===== src/rtl/sha256_pkg.sv =====
// Shared constants for the SHA-256 message-schedule controller: FSM encoding and datapath widths.
package sha256_pkg;

  localparam int BLK_W  = 512;
  localparam int WORD_W = 32;

  localparam logic [5:0] ROUND_LAST = 6'd63;

  localparam logic [1:0] ST_IDLE   = 2'd0;
  localparam logic [1:0] ST_ROUNDS = 2'd1;
  localparam logic [1:0] ST_DONE   = 2'd2;

endpackage


===== src/rtl/sha256_w_ctrl.sv =====
// Sequences one 512-bit block through the external W memory, handing rounds 0..63 to the core.
// Optional abort input when SHA256_W_CTRL_ABORT_EN is defined.
module sha256_w_ctrl
  import sha256_pkg::*;
(
  input  logic              clk,
  input  logic              reset_n,
  input  logic              blk_valid,
  output logic              blk_ready,
  input  logic [BLK_W-1:0]  blk_data,
  output logic [BLK_W-1:0]  wmem_block,
  output logic              wmem_init,
  output logic              wmem_next,
  input  logic [WORD_W-1:0] wmem_w,
  output logic [WORD_W-1:0] w_out,
  output logic [5:0]        w_round,
  output logic              w_valid,
  input  logic              w_ready,
  output logic              done,
  output logic [31:0]       blk_count
`ifdef SHA256_W_CTRL_ABORT_EN
  ,
  input  logic              abort
`endif
);

  logic [1:0]  state_q;
  logic [5:0]  round_q;
  logic [31:0] count_q;
  logic        abort_i;
  logic        in_idle;
  logic        in_rounds;
  logic        in_done;
  logic        kill;
  logic        consume;

`ifdef SHA256_W_CTRL_ABORT_EN
  assign abort_i = abort;
`else
  assign abort_i = 1'b0;
`endif

  assign in_idle   = (state_q == ST_IDLE);
  assign in_rounds = (state_q == ST_ROUNDS);
  assign in_done   = (state_q == ST_DONE);
  assign kill      = abort_i && !in_idle;
  assign consume   = in_rounds && w_ready;

  // Handshake outputs are gated by reset_n so nothing fires while reset is held.
  assign blk_ready  = reset_n && in_idle;
  assign wmem_init  = blk_ready && blk_valid;
  assign wmem_next  = reset_n && consume && !kill && (round_q != ROUND_LAST);
  assign w_valid    = reset_n && in_rounds;
  assign w_round    = in_rounds ? round_q : 6'd0;
  assign done       = reset_n && in_done && !kill;
  assign wmem_block = blk_data;
  assign w_out      = wmem_w;
  assign blk_count  = count_q;

  always_ff @(posedge clk) begin
    if (!reset_n) begin
      state_q <= ST_IDLE;
      round_q <= 6'd0;
      count_q <= 32'd0;
    end else if (kill) begin
      state_q <= ST_IDLE;
      round_q <= 6'd0;
    end else begin
      case (state_q)
        ST_IDLE: begin
          if (blk_valid) begin
            state_q <= ST_ROUNDS;
            round_q <= 6'd0;
          end
        end
        ST_ROUNDS: begin
          if (consume) begin
            if (round_q == ROUND_LAST) begin
              state_q <= ST_DONE;
            end else begin
              round_q <= round_q + 6'd1;
            end
          end
        end
        ST_DONE: begin
          count_q <= count_q + 32'd1;
          state_q <= ST_IDLE;
        end
        default: begin
          state_q <= ST_IDLE;
          round_q <= 6'd0;
        end
      endcase
    end
  end

endmodule


===== config.mk =====
export PLATFORM = sky130hd
export DESIGN_NAME = sha256_w_ctrl
export DESIGN_NICKNAME = d
export VERILOG_FILES = /design/src/rtl/sha256_pkg.sv /design/src/rtl/sha256_w_ctrl.sv
export SDC_FILE = /design/constraint.sdc
export NUM_CORES = 1
export LEC_CHECK = 0
export BUFFER_PORTS_ARGS = -buffer_cell sky130_fd_sc_hd__buf_2
export CORE_AREA = 2 2 437 439
export DETAILED_ROUTE_END_ITERATION = 8
export DIE_AREA = 0 0 439 441
export GPL_TIMING_DRIVEN = 0
export HOLD_SLACK_MARGIN = 0.06
export PLACE_DENSITY = 0.3
export SYNTH_ARGS = -nofsm -noshare
export SYNTH_HDL_FRONTEND = slang
export SYNTH_SLANG_ARGS = --single-unit

===== constraint.sdc =====
create_clock -name clk -period 3.3 [get_ports clk]
set_input_delay 0.495 -clock clk [delete_from_list [all_inputs] [get_ports clk]]
set_output_delay 0.495 -clock clk [all_outputs]
set_load 0.02 [all_outputs]

; ---- Word-level counts from Yosys, hierarchy flattened
; Index checks and enable logic that the tools add are counted.
[word_totals]
regBits = 40
input_bits = 548
output_inout_bits = 587
[classes]
add_sub_neg = 2
n_eq_ne = 8
n_mux = 9
bitwise = 1
reduce_logical = 10
[ops]
columns = op, n
row1 = "adder 32 x 1 -> 32 bit, second input constant", 1
row2 = two-way mux 6 bit, 4
row3 = one-hot mux 6 bit (3 select lines), 1
row4 = logical AND 1 bit, 7
row5 = "adder 6 x 1 -> 6 bit, second input constant", 1
row6 = "equality test 6 bit, second input constant", 1
row7 = two-way mux 2 bit, 3
row8 = "inequality test 6 bit, second input constant", 1
row9 = "inequality test 2 x 1 -> 1 bit, second input constant", 2
row10 = "inequality test 2 bit, second input constant", 2
row11 = one-hot mux 2 bit (2 select lines), 1
row12 = AND reduction 4 bit, 1
row13 = AND reduction 3 bit, 1
row14 = "equality test 2 x 1 -> 1 bit, second input constant", 1
row15 = "equality test 2 bit, second input constant", 1
row16 = logical NOT 2 bit, 1
row17 = NOT 1 bit, 1

; ---- Logic depth before layout (Yosys ltp)
[depth]
depth_word = 4
mapped_depth = 6
depth_no_buf = 5

; ---- Worst setup path after synthesis
; No wires, ideal clock.
[synth_timing]
path_kind = register to register
start = register count_q[0], in the netlist blk_count[0]
end = register count_q[30], in the netlist blk_count[30]
setup_time_ns = 0.070
t_arrival_ns = 2.151
slack_ns = 1.078
stages_incl_launch_ff = 7
path_buffers = 1
period_less_slack_ns = 2.222
path_cell_list = dfxtp_1 > ha_1 > nand3_1 > or4_4 > buf_6 > or4_1 > a21oi_1
[synth_via]
elab_chain_len = 1
[synth_lines]
columns = item, line_no
row1 = "start, declared", sha256_w_ctrl.sv:29  ; logic [31:0] count_q;
row2 = "start signal, assigned", sha256_w_ctrl.sv:86  ; count_q <= count_q + 32'd1;
row3 = adder 32 x 1 -> 32 bit, sha256_w_ctrl.sv:86
; No other way between the ends.
; A chain may end at the register's enable or synchronous reset.

; ---- Final worst setup path
[layout_timing]
start = register count_q[5], in the netlist blk_count[5]
end = register count_q[15], in the netlist blk_count[15]
; The elaborated chain is that of the path after synthesis.

==> results_dict.tcl <==
set metrics [dict create \
    status "finished, final reports clean" \
    drt-wirelength-per-cell_um 21.6 \
    hold_viol 0 \
    antenna_found_initial 48 \
    path_cells "nand4_2 -> or2_1 -> clkbuf_1 -> clkbuf_1 -> nor4_1 -> mux2i_1" \
    clock_path_buffers 2 \
    initial_core_util 0.0324 \
    worstPathRequired_ns 3.55 \
    syn_inst 786 \
    max_freq_ghz 0.348 \
    cts_tree "yes" \
    drv_cap 0 \
    cts_sinks 40 \
    cts_hold_buffers 0 \
    syn_nets 1336 \
    layout.nets 1933 \
    die-area_sq_um 194000 \
    critPathMaxFanout 10 \
    track_usage 0.0810 \
    cpPeakStageDelay_ns 0.52 \
    gp_congestion 1.07 \
    synth_warnings 0 \
    grt_max_degree 13 \
    ys.flop_type "dfxtp_1" \
    coreArea_sq_um 189000 \
    clockRootBuffer "clkbuf_16" \
    grt-ovfl-total 0 \
    postCtsSetupBuffers 0 \
    synth.distinct_cells 44 \
    drc 0 \
    criticalPathCategory "register to register" \
    ctsResizeCount 0 \
    cp_slowest_cell "clkbuf_1" \
    ant_nets 0 \
    fin_skew_ns 0.0272 \
    drtIter0Drc 460 \
    path_common_cell "clkbuf_1" \
    finalCriticalPeriod_ns 2.87 \
    final_cells 3900 \
    drt_wl_total_um 84300 \
    grt_pass1_wl_um 95100 \
    hold_path_depth 2 \
    setup_viol 0 \
    num_io_pins 1135 \
    drive_above_1_share 0.832 \
    cts_inserted_buffers 5 \
    min_path_type "input pin to register" \
    path_buf_inv 2 \
    numPortBuffers 590 \
    async_reset_ff_frac 0 \
    dp.cells 3887 \
    synth.avg_cell_area_sq_um 7.79 \
    r2r_cells 6 \
    dp_hpwl_um 80200 \
    synth_seq_cells 40 \
    cts_max_level 2 \
    power.density_nw_per_um2 216 \
    drtPass1Iterations 5 \
    clk_pin_slew_ns 0.07 \
    syn-cell-area_sq_um 6130 \
    seq_area_frac_synth 0.131 \
    arrival_ns 3.12 \
    grt_pass1_vias 6819 \
    die_h_um 441 \
    clk_latency_ns 0.34 \
    die_x_um 439 \
    totalNegativeSetupSlack_ns 0 \
    final-max-slew-violation-count 0 \
    max-vdd-ir-drop_v 0.000185 \
    via_per_inst 1.87 \
    critPathLaunchType "register" \
    relSlewSlack 0.286 \
    area_growth_pct 102 \
    vias 7308 \
    worst_setup_path_end_kind "register" \
    period_share 0.870 \
    grt_setup_unrepaired "false" \
    synth_edf_count 0 \
    tightest_slew_ns 1.07 \
    critical_path_cell_count 6 \
    cpLargestDelayFamily "simple AND/OR/NAND/NOR gates" \
    rows 160 \
    leakagePower_uw 0.00571 \
]
-- sequential cells by signal (all words and copies together), names as in the netlist --
name / cells
state_q: 2
round_q: 6
blk_count: 32
-- final cells by class --
type,instances,area [sq um]
Antenna cell,6,15.0
Inverter,7,26.3
Sequential cell,40,801
Buffer,556,4140
Clock inverter,2,12.5
Clock buffer,5,125
Fill cell,22376,177000
Timing Repair Buffer,590,2950
Tap cell,2511,3140
Multi-Input combinational cell,183,1160
-- power breakdown --
part	total [uW]	internal (uW)	switching [uW]
logic	1620	644	978
clock network	558	277	281
registers	486	484	1.52
-- synth_stat cells, types with 3 or more instances --
cell type | count | area (sq um)
or2_1 | 3 | 18.8
nand2_1 | 16 | 60.1
xor2_1 | 6 | 52.6
or4_1 | 16 | 120
inv_1 | 6 | 22.5
nand3_1 | 10 | 50.1
nor2_1 | 19 | 71.3
o31ai_1 | 15 | 113
clkbuf_1 | 7 | 26.3
nor4_1 | 6 | 37.5
and3_1 | 4 | 25.0
nand2b_1 | 5 | 31.3
a211oi_1 | 3 | 22.5
a21oi_1 | 22 | 110
mux2i_1 | 4 | 40.0
o21ai_0 | 5 | 25.0
dfxtp_1 | 40 | 801
and2_1 | 8 | 50.1
xnor2_1 | 5 | 43.8
nand4_1 | 7 | 43.8
buf_4 | 544 | 4080
buf_2 | 3 | 15.0
and4_1 | 3 | 26.3
nor3_1 | 3 | 15.0
-- cells by family after synthesis --
kind of cell / count (synthesis) / share of synthesized area
flops: 40 / 0.131
buf+inv: 563 / 0.680
compound gates: 53 / 0.0539
fa+ha+maj: 2 / 0.00408
mux: 4 / 0.00654
simple gates: 113 / 0.109
xor+xnor: 11 / 0.0157
-- per-layer routing --
| metal | up-vias | GRT usage | part of all wire |
|---|---|---|---|
| met1 | 3353 | 0.0911 | 0.37 |
| met3 | 97 | 0.0581 | 0.17 |
| met2 | 651 | 0.124 | 0.44 |
| met5 | - | 0 | 0.0011 |
| met4 | 14 | 0.0154 | 0.016 |
| li1 | 3193 | - | - |
-- stage by stage --
stage | utilization | cell area (sq um) | total power, uW | hold WS (ns) | setup slack (ns)
2_1_floorplan | - | 6130 | 1490 | 0.472 | 1.08
3_3_place_gp | 0.0646 | 12200 | 2140 | 0.468 | 0.149
3_5_place_dp | 0.0646 | 12200 | 2130 | 0.478 | 0.183
4_1_cts | 0.0653 | 12400 | 2730 | 0.427 | 0.164
5_1_grt | 0.0654 | 12400 | 2800 | 0.455 | 0.193
6_report | 0.0654 | 12400 | 2670 | 0.455 | 0.430
-- worst register-to-register path, delay by kind of cell, from the launching register on --
kind / cells / cell delay, ns
and+or+nand+nor: 3 / 1.29
DFF: 1 / 0.47
muxes: 1 / 0.22
buffers and inverters: 2 / 0.84
-- worst paths after layout --
path | startpoint | to | slack [ns]
max | blk_count[5] | blk_count[15] | 0.43
min | w_ready | state_q[0] | 0.46
max reg2reg | blk_count[5] | blk_count[15] | 0.43
min reg2reg | blk_count[31] | blk_count[31] | 0.49
-- cells in the final DEF, fill, tap and decap left out, types with 3 or more instances in the layout --
master,synthesis,routed
buf_2,3,593
buf_4,544,544
dfxtp_1,40,40
a21oi_1,22,22
nor2_1,19,19
nand2_1,16,16
or4_1,16,16
o31ai_1,15,15
nand3_1,10,10
and2_1,8,8
clkbuf_1,7,7
nand4_1,7,7
diode_2,0,6
inv_1,6,6
nor4_1,6,6
xor2_1,6,6
nand2b_1,5,5
xnor2_1,5,5
o21ai_0,5,5
clkbuf_16,0,5
and3_1,4,4
mux2i_1,4,4
nor3_1,3,3
a211oi_1,3,3
and4_1,3,3
or2_1,3,3
Power figures use the tool's default switching activity.
